`config.mk`:
```
export PLATFORM = sky130hd
export DESIGN_NAME = rk86_sram_arbiter
export DESIGN_NICKNAME = d
export VERILOG_FILES = /design/src/rtl/rk86_pkg.sv /design/src/rtl/rk86_rr_starve_ctr.sv /design/src/rtl/rk86_sram_arbiter.sv
export SDC_FILE = /design/constraint.sdc
export NUM_CORES = 1
export LEC_CHECK = 0
export BUFFER_PORTS_ARGS = -buffer_cell sky130_fd_sc_hd__buf_2
export CORE_MARGIN = 3
export CORE_UTILIZATION = 50
export CTS_CLUSTER_SIZE = 16
export DETAILED_ROUTE_END_ITERATION = 6
export PLACE_DENSITY = 0.83
export SYNTH_ARGS = -nofsm -noshare
export SYNTH_HDL_FRONTEND = slang
export SYNTH_SLANG_ARGS = --single-unit
```
`constraint.sdc`:
```
create_clock -name CLK_50MHZ -period 2.8 [get_ports CLK_50MHZ]
set_input_delay 0.14 -clock CLK_50MHZ [delete_from_list [all_inputs] [get_ports CLK_50MHZ]]
set_output_delay 0.14 -clock CLK_50MHZ [all_outputs]
set_load 0.03 [all_outputs]
```
`src/rtl/rk86_pkg.sv`:
```
// Shared definitions for the RK86 SRAM arbiter: FSM state encoding and the default SRAM bank.
package rk86_pkg;

    typedef enum logic [2:0] {
        ST_IDLE   = 3'd0,
        ST_VID_RD = 3'd1,
        ST_CPU_RD = 3'd2,
        ST_CPU_WR = 3'd3,
        ST_TURN   = 3'd4
    } state_t;

    localparam logic [5:0] SRAM_BANK = 6'd0;

endpackage

```
`src/rtl/rk86_rr_starve_ctr.sv`:
```
// Counts video grants won while the CPU waits; raises force_cpu once the CPU has waited MAX_WAIT grants.
module rk86_rr_starve_ctr #(
    parameter int MAX_WAIT = 4
) (
    input  logic CLK_50MHZ,
    input  logic reset,
    input  logic vid_grant,
    input  logic cpu_grant,
    input  logic cpu_req,
    output logic force_cpu
);

    localparam int CNT_W = $clog2(MAX_WAIT + 2);
    localparam logic [CNT_W-1:0] CNT_MAX = CNT_W'(MAX_WAIT);

    logic [CNT_W-1:0] wait_cnt_q, wait_cnt_d;

    always_comb begin
        wait_cnt_d = wait_cnt_q;
        if (cpu_grant || !cpu_req) begin
            wait_cnt_d = '0;
        end else if (vid_grant && (wait_cnt_q != CNT_MAX)) begin
            wait_cnt_d = wait_cnt_q + 1'b1;
        end
    end

    always_ff @(posedge CLK_50MHZ or posedge reset) begin
        if (reset) begin
            wait_cnt_q <= '0;
        end else begin
            wait_cnt_q <= wait_cnt_d;
        end
    end

    assign force_cpu = cpu_req && (wait_cnt_q == CNT_MAX);

endmodule

```
`src/rtl/rk86_sram_arbiter.sv`:
```
// Two-port (video DMA / CPU) sequencer for the single async SRAM; all SRAM strobes are registered.
// Define RK86_SRAM_TURNAROUND_EN to insert a bus turnaround cycle after every CPU write.
module rk86_sram_arbiter
    import rk86_pkg::*;
#(
    parameter int         ACCESS_CYCLES = 3,
    parameter int         ADDR_W        = 15,
    parameter logic [5:0] BANK          = SRAM_BANK,
    parameter int         CPU_MAX_WAIT  = 4
) (
    input  logic              CLK_50MHZ,
    input  logic              reset,
    input  logic              vid_req,
    input  logic [ADDR_W-1:0] vid_addr,
    output logic              vid_ack,
    output logic [7:0]        vid_rdata,
    input  logic              cpu_req,
    input  logic              cpu_we,
    input  logic [ADDR_W-1:0] cpu_addr,
    input  logic [7:0]        cpu_wdata,
    output logic              cpu_ack,
    output logic [7:0]        cpu_rdata,
    output logic [20:0]       SRAM_A,
    output logic              SRAM_NRD,
    output logic              SRAM_NWR,
    output logic [7:0]        sram_d_o,
    output logic              sram_d_oe,
    input  logic [7:0]        sram_d_i,
    output logic              busy
);

    localparam int PH_W = $clog2(ACCESS_CYCLES);
    localparam logic [PH_W-1:0] LAST_PHASE = PH_W'(ACCESS_CYCLES - 1);

    state_t            state_q, state_d;
    logic [PH_W-1:0]   phase_q, phase_d;
    logic [ADDR_W-1:0] addr_q, addr_d;
    logic [7:0]        wdata_q, wdata_d;
    logic [7:0]        vid_rdata_q, vid_rdata_d;
    logic [7:0]        cpu_rdata_q, cpu_rdata_d;
    logic              vid_ack_q, vid_ack_d;
    logic              cpu_ack_q, cpu_ack_d;
    logic              nrd_q, nrd_d;
    logic              nwr_q, nwr_d;
    logic              oe_q, oe_d;
    logic              busy_q, busy_d;
    logic              vid_grant, cpu_grant, force_cpu;

    rk86_rr_starve_ctr #(
        .MAX_WAIT (CPU_MAX_WAIT)
    ) u_starve (
        .CLK_50MHZ (CLK_50MHZ),
        .reset     (reset),
        .vid_grant (vid_grant),
        .cpu_grant (cpu_grant),
        .cpu_req   (cpu_req),
        .force_cpu (force_cpu)
    );

    always_comb begin
        state_d     = state_q;
        phase_d     = phase_q;
        addr_d      = addr_q;
        wdata_d     = wdata_q;
        vid_rdata_d = vid_rdata_q;
        cpu_rdata_d = cpu_rdata_q;
        vid_ack_d   = 1'b0;
        cpu_ack_d   = 1'b0;
        vid_grant   = 1'b0;
        cpu_grant   = 1'b0;

        case (state_q)
            ST_IDLE: begin
                if (vid_req && !force_cpu) begin
                    vid_grant = 1'b1;
                    addr_d    = vid_addr;
                    phase_d   = '0;
                    state_d   = ST_VID_RD;
                end else if (cpu_req) begin
                    cpu_grant = 1'b1;
                    addr_d    = cpu_addr;
                    wdata_d   = cpu_wdata;
                    phase_d   = '0;
                    state_d   = cpu_we ? ST_CPU_WR : ST_CPU_RD;
                end
            end
            ST_VID_RD, ST_CPU_RD, ST_CPU_WR: begin
                if (phase_q == LAST_PHASE) begin
                    phase_d = '0;
                    if (state_q == ST_VID_RD) begin
                        vid_rdata_d = sram_d_i;
                        vid_ack_d   = 1'b1;
                        state_d     = ST_IDLE;
                    end else if (state_q == ST_CPU_RD) begin
                        cpu_rdata_d = sram_d_i;
                        cpu_ack_d   = 1'b1;
                        state_d     = ST_IDLE;
                    end else begin
                        cpu_ack_d   = 1'b1;
`ifdef RK86_SRAM_TURNAROUND_EN
                        state_d     = ST_TURN;
`else
                        state_d     = ST_IDLE;
`endif
                    end
                end else begin
                    phase_d = phase_q + 1'b1;
                end
            end
`ifdef RK86_SRAM_TURNAROUND_EN
            ST_TURN: begin
                state_d = ST_IDLE;
            end
`endif
            default: begin
                state_d = ST_IDLE;
            end
        endcase

        // Strobes are derived from the next state so they change on the same edge as the FSM.
        nrd_d  = !((state_d == ST_VID_RD) || (state_d == ST_CPU_RD));
        oe_d   = (state_d == ST_CPU_WR);
        nwr_d  = !((state_d == ST_CPU_WR) && (phase_d != '0));
        busy_d = (state_d != ST_IDLE);
    end

    always_ff @(posedge CLK_50MHZ or posedge reset) begin
        if (reset) begin
            state_q     <= ST_IDLE;
            phase_q     <= '0;
            addr_q      <= '0;
            wdata_q     <= '0;
            vid_rdata_q <= '0;
            cpu_rdata_q <= '0;
            vid_ack_q   <= 1'b0;
            cpu_ack_q   <= 1'b0;
            nrd_q       <= 1'b1;
            nwr_q       <= 1'b1;
            oe_q        <= 1'b0;
            busy_q      <= 1'b0;
        end else begin
            state_q     <= state_d;
            phase_q     <= phase_d;
            addr_q      <= addr_d;
            wdata_q     <= wdata_d;
            vid_rdata_q <= vid_rdata_d;
            cpu_rdata_q <= cpu_rdata_d;
            vid_ack_q   <= vid_ack_d;
            cpu_ack_q   <= cpu_ack_d;
            nrd_q       <= nrd_d;
            nwr_q       <= nwr_d;
            oe_q        <= oe_d;
            busy_q      <= busy_d;
        end
    end

    assign vid_ack   = vid_ack_q;
    assign vid_rdata = vid_rdata_q;
    assign cpu_ack   = cpu_ack_q;
    assign cpu_rdata = cpu_rdata_q;
    assign SRAM_A    = {BANK, 15'(addr_q)};
    assign SRAM_NRD  = nrd_q;
    assign SRAM_NWR  = nwr_q;
    assign sram_d_o  = wdata_q;
    assign sram_d_oe = oe_q;
    assign busy      = busy_q;

endmodule

```
* Word-level counts from Yosys, hierarchy flattened *
Cells that the tools add are included.

storage, ports and cells
  word-level logic and storage cells = 70
  input port bits = 51
  register bits after elaboration = 53

cells by class
  equality and inequality tests = 9
  reductions and logical operators = 20
  bitwise logic cells = 2
  add/subtract/negate cells = 2
  mux-type cells = 24

operators by type and width
  kind                 count
  $mux 15              2
  $mux 3               5
  $eq 3x2->1 const B   4
  $mux 1               12
  $eq 3x1->1 const B   2
  $mux 2               3
  $pmux 3 s2           1
  $reduce_and 3->1     2
  $reduce_bool 2->1    3
  $logic_and 1x1->1    4
  $logic_not 1->1      4
  $pmux 2 s2           1
  $reduce_and 4->1     1
  $add 3x1->3 const B  1
  $eq 3x3->1 const B   1
  $logic_not 3->1      1
  $ne 3x3->1 const B   1
  $reduce_bool 3->1    1
  $reduce_or 3->1      1
  $add 2x1->2 const B  1
  $eq 2x2->1 const B   1
  $logic_or 1x1->1     2
  $not 1->1            2
  $reduce_and 2->1     1

* Logic depth before layout (Yosys ltp) *
Gate-level depths: netlist (run 1).

  word-level depth = 9
  gate-level depth with buffers = 7
  depth with buffers taken out = 6

* By module *
Synthesis (run 1) repeated with hierarchy kept, for this count alone.

unflattened totals
  cells, all modules = 190
  area total of the unflattened synthesis = 2,434.8 sq um

by module, submodules not included
  module              area each (sq um)  instances  cells each  sequential area each (sq um)
  rk86_sram_arbiter   2,227.1            1          171         1,253.7
  rk86_rr_starve_ctr  207.7              1          19          75.1

* Worst setup path before layout (run 1) *
No wires, ideal clock.

  kind = reg2reg
  from = register u_starve.wait_cnt_q[0]
  to = register wdata_q[0] (netlist: sram_d_o[0])
  library setup time = 0.125 ns
  arrival time = 1.560 ns
  path buffers = 1
  clock period less this slack = 1.685 ns
  cell stages (with the launch flop) = 8
  slack = 1.115 ns
  cell sequence = dfrtp_1 > inv_1 > ha_1 > nand3_1 > nand2_2 > and3_1 > buf_4 > mux2_2

between the ends
  word-level cells in the longest chain between the ends = 6

ends and longest elaborated chain
  what                               line                      text
  start: declaration                 rk86_rr_starve_ctr.sv:16  logic [CNT_W-1:0] wait_cnt_q, wait_cnt_d;
  start signal: assignment           rk86_rr_starve_ctr.sv:31  wait_cnt_q <= wait_cnt_d;
  $eq 3x3->1                         rk86_rr_starve_ctr.sv:35  assign force_cpu = cpu_req && (wait_cnt_q == CNT_MAX);
  $logic_and 1x1->1                  rk86_rr_starve_ctr.sv:35
  $logic_not 1->1                    rk86_sram_arbiter.sv:74   if (vid_req && !force_cpu) begin
  $logic_and 1x1->1                  rk86_sram_arbiter.sv:74
  $not 1->1 (no source line)         --
  $reduce_and 3->1 (no source line)  --
  end signal: assignment             rk86_sram_arbiter.sv:145  wdata_q <= wdata_d;
  end: declaration                   rk86_sram_arbiter.sv:38   logic [7:0] wdata_q, wdata_d;

Every way passes these cells.
A chain may end at the register's enable or synchronous reset.

* Final worst setup path (run 1) *
  from = register phase_q[0]
  to = register cpu_rdata_q[7] (netlist: cpu_rdata[7])

between the ends
  word-level cells in the longest chain between the ends = 2

ends and longest elaborated chain
  what                               line                      text
  start: declaration                 rk86_sram_arbiter.sv:36   logic [PH_W-1:0] phase_q, phase_d;
  start signal: assignment           rk86_sram_arbiter.sv:143  phase_q <= phase_d;
  $eq 2x2->1                         rk86_sram_arbiter.sv:88   if (phase_q == LAST_PHASE) begin
  $reduce_and 4->1 (no source line)  --
  end signal: assignment             rk86_sram_arbiter.sv:147  cpu_rdata_q <= cpu_rdata_d;
  end: declaration                   rk86_sram_arbiter.sv:40   logic [7:0] cpu_rdata_q, cpu_rdata_d;

Every way passes these cells.

==> results of run 1 <==
## per-layer routing
metal	part of all wire, %	wire length [um]
met1	40	1810
met2	52	2310
met3	6.5	290
met4	1.6	71
met5	0	0
## cells by family after synthesis
kind of cell | share of synthesized area [%]
AOI/OAI and AO/OA | 7.51
xor gates and xnor gates | 0.384
buffers and inverters | 4.55
DFF | 58.3
other | 0.164
and+or+nand+nor | 9.60
muxes | 18.4
adders and majority gates | 1.10
## placed cells by master (no fill, tap or decap), drive strengths merged, types with 2 or more instances in the layout
cell | Yosys | routed
a21boi | 2 | 2
and2 | 2 | 2
buf | 11 | 96
clkbuf | 3 | 6
conb | 1 | 7
dfrtp | 51 | 51
dfstp | 2 | 2
ha | 2 | 2
inv | 4 | 4
mux2 | 24 | 24
mux2i | 15 | 15
nand2 | 18 | 18
nand3 | 3 | 3
nand4 | 2 | 2
nor2 | 2 | 2
nor3b | 2 | 2
o211ai | 2 | 2
o21ai | 20 | 20
o41ai | 2 | 2
## metrics by stage
step	setup WS, ps	util (%)	power (mW)
after floorplan	1110	-	1.97
after global placement	931	65.8	2.29
after detailed placement	871	65.8	2.33
after CTS	848	68.6	2.86
after global routing	765	68.6	2.99
final	885	68.6	2.82
## sequential cells by signal, summed over array words and instances, names as in the netlist
| name | cells |
|---|---|
| SRAM_NRD | 1 |
| SRAM_NWR | 1 |
| addr_q | 15 |
| busy | 1 |
| cpu_ack | 1 |
| cpu_rdata | 8 |
| phase_q | 2 |
| sram_d_o | 8 |
| sram_d_oe | 1 |
| state_q | 3 |
| u_starve.wait_cnt_q | 3 |
| vid_ack | 1 |
| vid_rdata | 8 |
## how the worst max path moves through the flow
stage	start	end	slack (ps)
after CTS	phase_q[0]$_DFF_PP0_	cpu_rdata[7]$_DFFE_PP0P_	850
final	phase_q[0]$_DFF_PP0_	cpu_rdata[7]$_DFFE_PP0P_	890
after floorplan	u_starve.wait_cnt_q[0]$_DFFE_PP0P_	sram_d_o[0]$_DFFE_PP0P_	1110
after global placement	phase_q[0]$_DFF_PP0_	cpu_rdata[0]$_DFFE_PP0P_	930
after global routing	phase_q[0]$_DFF_PP0_	cpu_rdata[0]$_DFFE_PP0P_	770
after detailed placement	phase_q[0]$_DFF_PP0_	cpu_rdata[7]$_DFFE_PP0P_	870
## cell type report
cell class	instances	area share (%)
inverter	4	0.521
clock inverter	2	1.30
clock buffer	6	2.86
tap	50	2.17
sequential	53	46.1
multi-input combinational	115	30.3
timing repair buffer	96	16.7
## where the power goes
group	total, mW	leakage [nW]	internal [mW]	switching (mW)
logic	1.14	0.788	0.374	0.762
clock network	0.530	0.0574	0.291	0.239
registers	1.15	0.674	1.02	0.133
==> metrics.yaml, run 1 <==
cts:
  post_cts_resized: 0
  hold_buffers: 0
  cts_setup_buffers: 0
  clock_latency_ps: 300
  clock_sinks: 53
  cts_htree_levels: 2
  clockBufferDepth: 2
  clk_transition_reported_paths_ps: 90
  cts_tree: "done"
  numCtsBuffers: 5
  cts_root_buffer: "clkbuf_8"
grt:
  grt_pass1_vias: 1628
  overflow: 0
  grt_pass1_wl_um: 7180
  grtUsageMet1_pct: 20.3
  grt_usage_pct: 17.4
  busiest_layer: "met2"
  use_met2_pct: 30.0
  grt_max_degree: 54
  antenna_found_initial: 0
  grt_use_met3_pct: 4.51
min_path:
  hold_path_class: "in -> reg"
  min_to: "sram_d_o[2]$_DFFE_PP0P_"
  hp-start: "cpu_wdata[2]"
  holdPathStages: 2
worst_setup_path:
  path_max_fanout: 8
  cp-end-kind: "flop"
  r2r-end: "cpu_rdata[7]$_DFFE_PP0P_"
  worstReg2RegStart: "phase_q[0]$_DFF_PP0_"
  ff2ff_path_depth: 4
  cp-start-kind: "flop"
  critPathSlowestCell: "nor2b_1"
  crit_chain: "nand2b_4, nor3b_1, nor2b_1, mux2_2"
  cpLargestDelayFamily: "simple AND/OR/NAND/NOR gates"
  worst-setup-path-type: "reg -> reg"
  crit_buf_inv: 0
  r2r_setup_slack_ps: 890
  crit_cells: 4
  critPathMaxStageDelay_ps: 590
  crit_required_ps: 3000
  cp.arrival_ps: 2110
detailed_routing:
  first_iter_violations: 45
  vias_per_cell: 5.06
  wl_per_cell_um: 13.8
  first_pass_iters: 4
  drc: 0
  wl_um: 4490
  vias: 1648
  ant_nets: 0
timing:
  period_needed_ps: 1910
  fmax_mhz: 522
  holdWs_ps: 59.0
  period_share_pct: 68.4
  hold_viol: 0
  relSlewSlack_pct: 29.8
  tns_ps: 0
  finalMaxSlewViolations: 0
  rsz0062_at_grt: "no"
  setup_violations: 0
  worstMarginPinSlew_ps: 1050
  skew_ps: 6.80
place:
  io_buffers: 95
  dp.cells: 318
  dp_hpwl_um: 3450
  gp_congestion: 0.786
  dpl-instance-area_um2: 2760
power:
  leakagePower_nw: 1.52
  p_per_area_nw_per_um2: 978
  ir_drop_mv: 0.423
yosys:
  yosysSeqAreaShare_pct: 58.3
  synth-seq-cells: 53
  synth_edf_count: 0
  ys.flop_type: "dfrtp_1"
  synthDistinctLibCells: 35
  async_reset_ff_share_pct: 100
  syn_area_um2: 2280
  yosysTopAreaCellShare_pct: 56.0
  yosys_warnings: 0
  ys_top_cells_by_area: "dfrtp_1, mux2_2, mux2i_1, o21ai_0, buf_4"
  syn_inst: 180
  syn_avg_cell_area_um2: 12.7
  yosys.area.top_type: "dfrtp_1"
  ys_top_cells_by_count: "dfrtp_1, mux2_2, o21ai_0"
  synth_most_common_cell: "dfrtp_1"
cells_and_area:
  num_antenna_cells: 0
  final-seq-area_um2: 1330
  fillers: 334
  stdcell_area_um2: 2880
  final_cell_count_no_fill: 326
  multiInputGateArea_um2: 875
  drive_gt1_share_pct: 50.4
  area_growth_pct: 26.4
  final_nets: 328
floorplan:
  die_w_um: 73.5
  die_h_um: 73.5
  initial_core_util_pct: 54.3
  rows: 23
  core_um2: 4200
  die_area_um2: 5410
  ioPinCount: 102
run_status:
  status: "finished clean"
run:
  cap_viol_max_count: 0
No activity file was read; power rests on OpenSTA's default activity.
==> inputs of run 2 (changes only) <==
- CORE_UTILIZATION: 50 -> 42
- PLACE_DENSITY: 0.83 -> 0.74
- clock period: 2.8 -> 1.6 ns (I/O delays scaled with it)
==> metrics.yaml, run 2 (same netlist as run 1, synthesis figures left out) <==
detailed_routing:
  vias_per_cell: 4.69  # -7.3%
  wl_um: 4680  # +4.1%
  vias: 1682  # +2.1%
  first_pass_iters: 4  # unchanged
  drc: 0  # unchanged
  wl_per_cell_um: 13.0  # -5.4%
  ant_nets: 0  # unchanged
  first_iter_violations: 35  # -22%
cells_and_area:
  final_common_cell: "buf_2"
  area_growth_pct: 35.2
  num_antenna_cells: 0  # unchanged
  final_cell_count_no_fill: 359  # +10%
  fillers: 441  # +32%
  drive_gt1_share_pct: 53.3  # +2.9 points
  largest_reg_flops: 15  # unchanged
  final_core_util_pct: 59.6  # -9.0 points
  stdcell_area_um2: 3080  # +6.9%
  top_register: "addr_q"
  final_cell_mix: "buf_2, dfrtp_1, mux2_2"
  final_nets: 341  # +4.0%
worst_setup_path:
  cp.arrival_ps: 1720  # -390 ps
  crit_buf_inv: 1  # +1
  worst-setup-path-type: "reg -> reg"
  crit_required_ps: 1790  # -1210 ps
  cpLargestDelayFamily: "simple AND/OR/NAND/NOR gates"
  cp-end-kind: "flop"
  critPathSlowestCell: "dfrtp_1"
  crit_cells: 6  # +2
  ff2ff_path_depth: 6  # +2
  path_max_fanout: 8  # unchanged
  critPathMaxStageDelay_ps: 390  # -200 ps
  crit_chain: "inv_2, ha_4, nand3_4, nand2_4, and3_4, mux2_2"
  cp-start-kind: "flop"
place:
  dp_hpwl_um: 3470  # +0.50%
  dp.cells: 345  # +8.5%
  dpl-instance-area_um2: 2880  # +4.3%
  io_buffers: 95  # unchanged
  gp_congestion: 0.816  # +3.8%
floorplan:
  ioPinCount: 102  # unchanged
  die_h_um: 79.7  # +8.4%
  initial_core_util_pct: 44.1  # -10 points
  core_um2: 5170  # +23%
  rows: 26  # +13%
  die_area_um2: 6350  # +17%
  die_w_um: 79.7  # +8.4%
cts:
  cts_root_buffer: "clkbuf_8"
  clockBufferDepth: 2  # unchanged
  cts_htree_levels: 2  # unchanged
  clock_sinks: 53  # unchanged
  clk_transition_reported_paths_ps: 90  # about the same
  numCtsBuffers: 5  # unchanged
  clock_latency_ps: 300  # about the same
  cts_tree: "done"
grt:
  grt_pass1_wl_um: 7550  # +5.1%
  overflow: 0  # unchanged
  grt_usage_pct: 15.4  # -2.0 points
  grt_pass1_vias: 1587  # -2.5%
  antenna_found_initial: 0  # unchanged
  grt_max_degree: 33  # -39%
min_path:
  holdPathStages: 2  # unchanged
  hold_path_class: "in -> reg"
timing:
  relSlewSlack_pct: 58.4  # +29 points
  skew_ps: 8.85  # +2.05 ps
  setup_violations: 0  # unchanged
  period_needed_ps: 1540  # -377 ps
  worstMarginPinSlew_ps: 622  # -431 ps
  period_share_pct: 96.1  # +28 points
  rsz0062_at_grt: "yes"
  finalMaxSlewViolations: 0  # unchanged
  tns_ps: 0  # unchanged
  hold_viol: 0  # unchanged
  fmax_mhz: 650  # +25%
run_status:
  status: "finished clean"
power:
  p_per_area_nw_per_um2: 1620  # +66%
  ir_drop_mv: 0.717  # +69%
  leakagePower_nw: 1.60  # +5.1%
run:
  cap_viol_max_count: 0  # unchanged
==> run 2: changes by cell type in the layout (fill, tap and decap cells not counted), moves of 2 or more <==
cell,delta
buf_4,+8
dlygate4sd3_1,+3
buf_12,+2
inv_1,-2
inv_2,+2
==> run 2: path summary, 6_finish.rpt <==
kind,start,endpoint,slack [ps]
setup / recovery,u_starve.wait_cnt_q[0]$_DFFE_PP0P_,sram_d_o[6]$_DFFE_PP0P_,60
hold / removal,cpu_wdata[2],sram_d_o[2]$_DFFE_PP0P_,8
setup reg to reg,u_starve.wait_cnt_q[0]$_DFFE_PP0P_,sram_d_o[6]$_DFFE_PP0P_,60
hold reg to reg,addr_q[3]$_DFFE_PP0P_,addr_q[3]$_DFFE_PP0P_,480
max in group asynchronous,reset,SRAM_NRD$_DFF_PP1_,650
min in group asynchronous,reset,addr_q[5]$_DFFE_PP0P_,350
==> run 2: layer usage <==
metal,up-vias,wire [um],global-route usage [%]
li1,832,-,-
met2,83,2180,23.7
met4,0,40,5.15
met1,765,1940,19.9
met5,-,0,0
met3,2,521,5.64
==> run 2: power breakdown <==
group | switching, mW | leakage [nW] | internal [mW]
sequential | 0.235 | 0.674 | 1.79
combinational | 1.35 | 0.864 | 0.709
clock | 0.404 | 0.0585 | 0.510
total | 1.99 | 1.60 | 3.01
==> run 2: stage by stage <==
step           setup WS [ps]  total power [mW]  hold WS [ps]
2_1_floorplan          -5.93              3.46           209
3_3_place_gp            39.2              4.06           124
3_5_place_dp           -16.3              4.11           131
4_1_cts                 2.88              5.04         0.354
5_1_grt                -22.9              5.30          2.41
6_report                62.6              5.00          8.39
==> run 2: area by class of cell <==
type | count | area, um2 | share of cell area (%)
clock buffers | 7 | 86.3 | 2.80
clock inverters | 1 | 30.0 | 0.974
inverters | 4 | 15.0 | 0.487
multi-input cells | 115 | 922 | 29.9
flip-flops and latches | 53 | 1330 | 43.1
well taps | 70 | 87.6 | 2.84
repair buffers | 109 | 613 | 19.9
==> run 2: what timing repair did <==
action	CTS	global route
buffers inserted	2	1
endpoints found under the hold margin	21	2
pin swaps	0	2
hold buffers	1	2
setup endpoints to repair	8	32
gates resized for setup	1	5
